[config.mk]
export PLATFORM = sky130hd
export DESIGN_NAME = dyser_output_port_flat
export DESIGN_NICKNAME = d
export VERILOG_FILES = /design/src/rtl/dyser_output_port_pkg.sv /design/src/rtl/dyser_output_port_if.sv /design/src/rtl/dyser_sync_fifo.sv /design/src/rtl/dyser_output_port.sv /design/src/flat_wrapper.sv
export SDC_FILE = /design/constraint.sdc
export NUM_CORES = 1
export LEC_CHECK = 0
export CAP_MARGIN = 20
export CORE_ASPECT_RATIO = 0.5
export CORE_MARGIN = 5
export CORE_UTILIZATION = 59
export DETAILED_ROUTE_END_ITERATION = 6
export PLACE_DENSITY = 0.85
export SETUP_SLACK_MARGIN = 0.5
export SYNTH_ARGS = -nofsm -noshare
export SYNTH_HDL_FRONTEND = slang
export SYNTH_SLANG_ARGS = --single-unit
[constraint.sdc]
create_clock -name clk -period 7.7 [get_ports clk]
set_clock_uncertainty 0.2 [all_clocks]
set_input_delay 1.54 -clock clk [delete_from_list [all_inputs] [get_ports clk]]
set_output_delay 1.54 -clock clk [all_outputs]
set_load 0.02 [all_outputs]
[src/rtl/dyser_output_port_pkg.sv]
// dyser_output_port_pkg: fabric path widths, metadata bit indices and the buffered token type
package dyser_output_port_pkg;
  localparam int DATA_WIDTH = 32;
  localparam int META_BITS  = 2;
  localparam int PATH_WIDTH = DATA_WIDTH + META_BITS;
  localparam int META_VALID = 1;
  localparam int META_READY = 0;
  typedef struct packed {
    logic [DATA_WIDTH:0] data;
    logic                pred;
  } token_t;
endpackage

[src/rtl/dyser_output_port_if.sv]
// dyser_output_port_if: fabric-side token/credit and host-side pop signals of an output port
interface dyser_output_port_if #(parameter int DEPTH = 4);
  import dyser_output_port_pkg::*;
  localparam int CW = $clog2(DEPTH + 1);
  logic                conf_en;
  logic [PATH_WIDTH:0] d_in;
  logic                c_out;
  logic [DATA_WIDTH:0] out_data;
  logic                out_pred;
  logic                out_ready;
  logic                pop;
  logic [CW-1:0]       count;
  logic                overflow;
  modport master (output conf_en, d_in, pop, input c_out, out_data, out_pred, out_ready, count, overflow);
  modport slave  (input conf_en, d_in, pop, output c_out, out_data, out_pred, out_ready, count, overflow);
endinterface

[src/rtl/dyser_sync_fifo.sv]
// dyser_sync_fifo: synchronous FIFO with count-based full/empty, flush and push-while-full-with-pop
module dyser_sync_fifo #(
  parameter int WIDTH = 8,
  parameter int DEPTH = 4
) (
  input  logic                       clk,
  input  logic                       rst,
  input  logic                       flush,
  input  logic                       push,
  input  logic                       pop,
  input  logic [WIDTH-1:0]           din,
  output logic [WIDTH-1:0]           dout,
  output logic                       empty,
  output logic                       full,
  output logic [$clog2(DEPTH+1)-1:0] count
);
  localparam int AW = $clog2(DEPTH);
  localparam int CW = $clog2(DEPTH + 1);
  logic [WIDTH-1:0] mem [DEPTH];
  logic [AW-1:0] wp, rp;
  logic pop_eff, push_eff;
  assign empty    = count == '0;
  assign full     = count == CW'(DEPTH);
  assign pop_eff  = pop & ~empty;
  assign push_eff = push & (~full | pop_eff);
  assign dout     = empty ? '0 : mem[rp];
  // storage write, no reset needed since reads are gated by empty
  always_ff @(posedge clk) begin
    if (push_eff) mem[wp] <= din;
  end
  // pointers wrap modulo DEPTH; occupancy tracks push/pop balance
  always_ff @(posedge clk) begin
    if (rst || flush) begin
      wp    <= '0;
      rp    <= '0;
      count <= '0;
    end else begin
      if (push_eff) wp <= wp + AW'(1);
      if (pop_eff) rp <= rp + AW'(1);
      count <= count + CW'(push_eff) - CW'(pop_eff);
    end
  end
endmodule

[src/rtl/dyser_output_port.sv]
// dyser_output_port: buffers fabric tokens for the host and returns one credit per freed slot
module dyser_output_port
  import dyser_output_port_pkg::*;
#(
  parameter int ID           = 0,
  parameter int DEPTH        = 4,
  parameter bit DROP_INVALID = 1'b0
) (
  input logic                 clk,
  input logic                 rst,
  dyser_output_port_if.slave  p
);
  localparam int CW = $clog2(DEPTH + 1);
  localparam logic [CW:0] MAX_CRED = (CW+1)'(DEPTH);
  if (DEPTH < 2 || (DEPTH & (DEPTH - 1)) != 0 || ID < 0) begin : g_bad_param
    $error("dyser_output_port: DEPTH must be a power of 2 >= 2 and ID non-negative");
  end
  token_t tok_in, tok_out;
  logic arrive, drop, push, pop_eff, empty, full;
  logic [CW-1:0] pend, pend_nxt;
  logic [CW:0] cred_sum;
  assign arrive  = p.d_in[META_READY] & ~p.conf_en;
  assign drop    = DROP_INVALID & arrive & ~p.d_in[META_VALID];
  assign push    = arrive & ~drop;
  assign pop_eff = p.pop & ~empty & ~p.conf_en;
  assign tok_in  = '{data: p.d_in[PATH_WIDTH:META_BITS], pred: p.d_in[META_VALID]};
  dyser_sync_fifo #(.WIDTH($bits(token_t)), .DEPTH(DEPTH)) u_fifo (
    .clk   (clk),
    .rst   (rst),
    .flush (p.conf_en),
    .push  (push),
    .pop   (pop_eff),
    .din   (tok_in),
    .dout  (tok_out),
    .empty (empty),
    .full  (full),
    .count (p.count)
  );
  assign p.out_data  = tok_out.data;
  assign p.out_pred  = tok_out.pred;
  assign p.out_ready = ~empty;
  assign p.c_out     = |pend & ~p.conf_en;
  // one credit leaves per nonzero cycle while pops and dropped invalids add up to two
  always_comb begin
    cred_sum = {1'b0, pend} - (CW+1)'(|pend) + (CW+1)'(pop_eff) + (CW+1)'(drop);
    pend_nxt = cred_sum > MAX_CRED ? CW'(DEPTH) : cred_sum[CW-1:0];
  end
  // pending credit counter, cleared by reset and by configuration
  always_ff @(posedge clk) begin
    if (rst || p.conf_en) pend <= '0;
    else pend <= pend_nxt;
  end
  // sticky flag for a token that found no room and no simultaneous pop
  always_ff @(posedge clk) begin
    if (rst) p.overflow <= 1'b0;
    else if (push && full && !pop_eff) p.overflow <= 1'b1;
  end
endmodule

[src/flat_wrapper.sv]
// flat-port wrapper written by rule: the top's interface ports become plain ports
module dyser_output_port_flat import dyser_output_port_pkg::*;
#(
  parameter int ID           = 0,
  parameter int DEPTH        = 4,
  parameter bit DROP_INVALID = 1'b0
)
  (clk, rst, p_conf_en, p_d_in, p_pop, p_c_out, p_out_data, p_out_pred, p_out_ready, p_count, p_overflow);
  dyser_output_port_if #(.DEPTH(DEPTH)) p_i ();
  input logic clk;
  input logic rst;
  input wire logic [$bits(p_i.conf_en)-1:0] p_conf_en;
  input wire logic [$bits(p_i.d_in)-1:0] p_d_in;
  input wire logic [$bits(p_i.pop)-1:0] p_pop;
  output wire logic [$bits(p_i.c_out)-1:0] p_c_out;
  output wire logic [$bits(p_i.out_data)-1:0] p_out_data;
  output wire logic [$bits(p_i.out_pred)-1:0] p_out_pred;
  output wire logic [$bits(p_i.out_ready)-1:0] p_out_ready;
  output wire logic [$bits(p_i.count)-1:0] p_count;
  output wire logic [$bits(p_i.overflow)-1:0] p_overflow;
  assign p_i.conf_en = p_conf_en;
  assign p_i.d_in = p_d_in;
  assign p_i.pop = p_pop;
  assign p_c_out = p_i.c_out;
  assign p_out_data = p_i.out_data;
  assign p_out_pred = p_i.out_pred;
  assign p_out_ready = p_i.out_ready;
  assign p_count = p_i.count;
  assign p_overflow = p_i.overflow;
  dyser_output_port #(.ID(ID), .DEPTH(DEPTH), .DROP_INVALID(DROP_INVALID)) u_core (.clk(clk), .rst(rst), .p(p_i));
endmodule
Yosys cells after proc, flatten, opt, wreduce, memory -nomap -nowiden:

Memory sizes are Yosys's and may differ from the RTL's. A register that Yosys moved wholly into a read port is not among the register bits.
Cells that the tools add are included.
W data, S select, Z words.

* reductions and logical operators: 7
* $lt $le $gt $ge: 1
* add/sub/neg operators: 6
* bitwise gates (word level): 10
* muxes and demuxes: 6
* eq/ne operators: 1

Operators by type and width (number)
* $mux W34: 1
* $and A1 B1 Y1: 6
* $add A2 B1 Y2 const B: 2
* $add A4 B1 Y4: 1
* $gt A4 B3 Y1 const B: 1
* $mux W2: 2
* $sub A3 B1 Y4: 1
* $add A3 B1 Y3: 1
* $eq A3 B3 Y1 const B: 1
* $logic_not A3 Y1: 1
* $mux W3: 1
* $not A1 Y1: 3
* $reduce_or A3 Y1: 1
* $sub A3 B1 Y3: 1
* $logic_and A1 B1 Y1: 2
* $mux W1: 2
* $reduce_or A2 Y1: 1
* $logic_not A1 Y1: 1
* $logic_or A1 B1 Y1: 1
* $or A1 B1 Y1: 1

* output and inout port bits: 40
* memories: 1
* bits in registers: 11
* word-level logic and storage cells: 38
* memory bits (writable): 136
* input bits: 39

Memory list
* u_core.u_fifo.mem: words 4, width 34, read ports 1, clocked after memory_dff 1, write ports 1, line dyser_sync_fifo.sv:19 `logic [WIDTH-1:0] mem [DEPTH];`

Logic depth before layout (Yosys ltp):

* depth after elaboration: 9
* gate-level depth with buffers: 11
* mapped depth without buffers: 11

By module:

Synthesis repeated with hierarchy kept, for this count alone.

* cells, all modules: 301
* area, all modules: 5988.2 um^2

By module, submodules not included
* dyser_sync_fifo: area an instance 5690.5 um^2, instances 1, sequential area each 4264.1 um^2, cells an instance 268
* dyser_output_port: area an instance 297.8 um^2, instances 1, sequential area each 80.1 um^2, cells an instance 33

Worst setup path after synthesis:

OpenSTA, ideal clock, no wires.

* kind: input -> output
* from: in p_conf_en
* to: out p_c_out
* path slack: 4.116 ns
* stages: 1
* data arrival time: 1.844 ns
* data required time: 5.960 ns
* path buffers: 0
* cell sequence: nor2b_1

* cells in the longest elaborated chain, start to end: 2

Ends and longest elaborated chain
* from (decl): line flat_wrapper.sv:12 `input wire logic [$bits(p_i.conf_en)-1:0] p_conf_en;`
* $not A1 Y1: line dyser_output_port.sv:42 `assign p.c_out = |pend & ~p.conf_en;`
* $and A1 B1 Y1: line dyser_output_port.sv:42
* to (decl): line flat_wrapper.sv:15 `output wire logic [$bits(p_i.c_out)-1:0] p_c_out;`

No other way between the ends.

Final worst setup path:

Same ends and word-level chain as after synthesis.

==> impl_summary.txt <==
----------------------------------------------------
[Logic synthesis]
  Syn Nets ... approximately 350
  Synthesized cell area ... 5960 µm²
  Ys async rst share ... 0
  Largest area contributor in the netlist ... edfxtp_1
  Post-synthesis sequential area ratio ... 0.728
  Distinct cell type count of the synthesized netlist ... 35
  Number of enable-type register cells in the synthesized netlist ... 136
  Instance count of the mapped netlist ... 298
  Share of the synthesized area in the top cell type ... 0.685
  Most common flop cell mapped by yosys ... edfxtp_1
  FF+latch count, synth ... 149
  Post-synthesis area per instance ... 20.0 µm²
  Dominant cells by area after synthesis ... edfxtp_1, mux4_2, dfxtp_1
  Yosys warning total ... 0

[Clocking]
  Clock tree buffer depth ... 2
  Clock slew at the register clock pins of the worst setup and hold paths ... 0.06 ns
  Number of gates resized after CTS ... 0
  Clock sinks ... 149
  H-tree depth ... 4
  TritonCTS clock tree ... yes
  Post-CTS setup-driven buffer insertion count ... 0
  Clock tree root driver cell ... clkbuf_16
  Clock insertion delay at the later pin of the skew report ... 0.41 ns
  Number of hold-repair buffers added at the cts stage ... 0
  Clock buffers created by TritonCTS ... 17

[Status]
  Result of the run ... finished, final reports clean

[Power]
  PD cells ... 268 nW/µm²
  Leakage power of the design ... 2.45 nW
  Post-layout total power ... roughly 2 mW
  Maximum vdd drop ... 0.209 mV

[GRT]
  Grt total ovfl ... 0
  Antenna violations before repair ... 0
  Via count of the first global-routing pass ... approximately 3200
  Maximum number of pins on one net before global-route repair ... 35
  Global-route wire length before repair ... 18200 µm
  Overall routing resource usage ... 0.202

[STA]
  Final hold slack ... 0.281 ns
  Worst slew slack as a fraction of its limit ... 0.386
  Total Negative Setup Slacks ... 0 ns
  Slew at the pin with the worst max-slew slack ... 0.920 ns
  Highest clock frequency the design can meet ... 221 MHz
  Final min period ... between 4 and 5 ns
  Pins Over Slew Limit ... 0
  Setup Viol. Count Final ... 0
  Number of hold violations in the final report ... 0
  Final critical-path share of the clock period ... 0.587
  RSZ-0062 raised after global routing ... false

[Die]
  Core region area ... approximately 9600 µm²
  Number of placement rows ... 25
  Height of the die ... 81.1 µm
  Effective utilization at floorplan ... 0.619
  Horizontal die dimension ... approximately 150 µm
  Top-level I/O count ... between 70 and 80
  Area of the die ... around 12000 µm²

[Final layout]
  Area added between synthesis and finish ... 25.7%
  Leading cell types in the layout, fill and taps excluded ... edfxtp_1, clkdlybuf4s50_1, nor2b_1, mux4_2, clkbuf_16
  Antenna diode count ... 0
  Most common cell after layout, fill and taps aside ... edfxtp_1
  Layout net count ... 436
  Utilization after layout ... 0.778
  Layout cells sized above 1 ... 0.189

[Drt]
  Routed Antenna Nets ... 0
  Number of violations reported at the end of detailed-routing iteration 0 ... 148
  Wire length per cell after detailed routing ... between 20 and 25 µm
  Routed Wire Length ... 11500 µm
  DR vias/cell ... 5.63
  Length of the first detailed-routing pass in iterations ... 4
  Residual DRC count ... 0
  Detailed-route via count ... between 2000 and 3000

[Worst setup path]
  Endpoint type of the worst setup path ... primary output
  Critical path arrival ... between 2 and 3 ns
  Buffers plus inverters on the worst setup path ... 2
  Critical path required time ... 5.96 ns
  Maximum single-stage delay on the critical path ... 0.61 ns
  Internal reg-to-reg setup slack ... ~4.9 ns
  Critical path type ... primary input to primary output
  Critical Path Source Type ... primary input
  Cell family contributing the most delay on the critical path ... buffers and inverters
  Crit-path cells ... clkdlybuf4s50_1, nor2b_1, clkdlybuf4s50_1
  Critical-path maximum fanout ... 6
  Crit path top cell by count ... clkdlybuf4s50_1
  Cell with the largest stage delay on the worst path ... clkdlybuf4s50_1

[Job]
  Maxcap violations ... 0

[Placement]
  Port buffer count ... 78
  Placer congestion estimate ... ~0.76
  Post-detailed-placement half-perimeter wirelength ... 6580 µm

[Worst hold path]
  Hold/Removal Path Class ... register to register

----------------------------------------------------
power by group:
| part | total (mW) | internal (mW) | switching (mW) |
|---|---|---|---|
| registers | 0.907 | 0.899 | 0.00736 |
| logic | 0.180 | 0.0887 | 0.0910 |
| clock network | 0.920 | 0.606 | 0.314 |
state kept, by name, indices dropped and copies added, names as in the netlist, named ones only:
name	count
u_core.p.overflow	1
u_core.pend	3
u_core.u_fifo.count	3
u_core.u_fifo.mem	136
u_core.u_fifo.rp	2
u_core.u_fifo.wp	2
worst reg2reg max path: stages, from the launching register on:
cell and delay [ns]:
dfxtp_1 0.43, o31ai_1 0.46, nor2_1 0.13, inv_1 0.08, ha_1 0.22, inv_1 0.07
ha_1 0.16, inv_1 0.06, fa_1 0.37, xnor2_1 0.14, nand2b_1 0.16, nor4b_1 0.24
through the flow:
step / std cells / worst slack, ns / instance area, µm²
after detailed placement: 501 / 3.18 / 6830
after floorplan: 298 / 4.12 / 5960
after CTS: 532 / 3.12 / 7490
after global routing: 532 / 3.01 / 7490
final: 532 / 3.18 / 7490
after global placement: 501 / 3.18 / 6830
Yosys cell counts, types with 2 or more instances:
cell,instances
a21oi_1,5
and2_1,2
and3_1,5
buf_12,3
buf_2,4
clkbuf_1,3
dfxtp_1,13
edfxtp_1,136
fa_1,2
ha_1,10
inv_1,12
mux4_1,4
mux4_2,30
nand2b_1,2
nand3_1,3
nor2_1,9
nor2b_1,32
nor2b_4,3
o21ai_0,2
xor2_1,3
layout make-up:
cell class,count,area [µm²]
clock buffer,18,429
sequential,149,4350
inverter,12,45.0
clock inverter,13,230
tap,135,169
timing repair buffer,80,796
multi-input combinational,125,1480
fill,509,2140
worst paths after layout:
kind	from	endpoint	depth (start not counted)
hold reg to reg	u_core.p.overflow	u_core.p.overflow	2
setup reg to reg	u_core.u_fifo.count[1]	u_core.pend[0]	11
setup / recovery	p_conf_en	p_c_out	3
hold / removal	u_core.p.overflow	u_core.p.overflow	2
routing by layer:
layer	routed length, µm	up-vias	global-route usage
li1	-	1351	-
met1	4310	1522	0.221
met2	6230	99	0.373
met3	629	25	0.0522
met4	317	0	0.110
met5	0	-	0
cell families (layout without fill, tap and decap cells):
group | after synthesis | count (layout) | share of synthesized area
DFF | 149 | 149 | 0.728
and+or+nand+nor | 65 | 65 | 0.0713
muxes | 34 | 34 | 0.131
buffers and inverters | 24 | 123 | 0.0256
adders and majority gates | 12 | 12 | 0.0277
AOI/OAI and AO/OA | 10 | 10 | 0.0101
xor gates and xnor gates | 4 | 4 | 0.00588
Note: power is estimated with default switching activity, not from simulation.
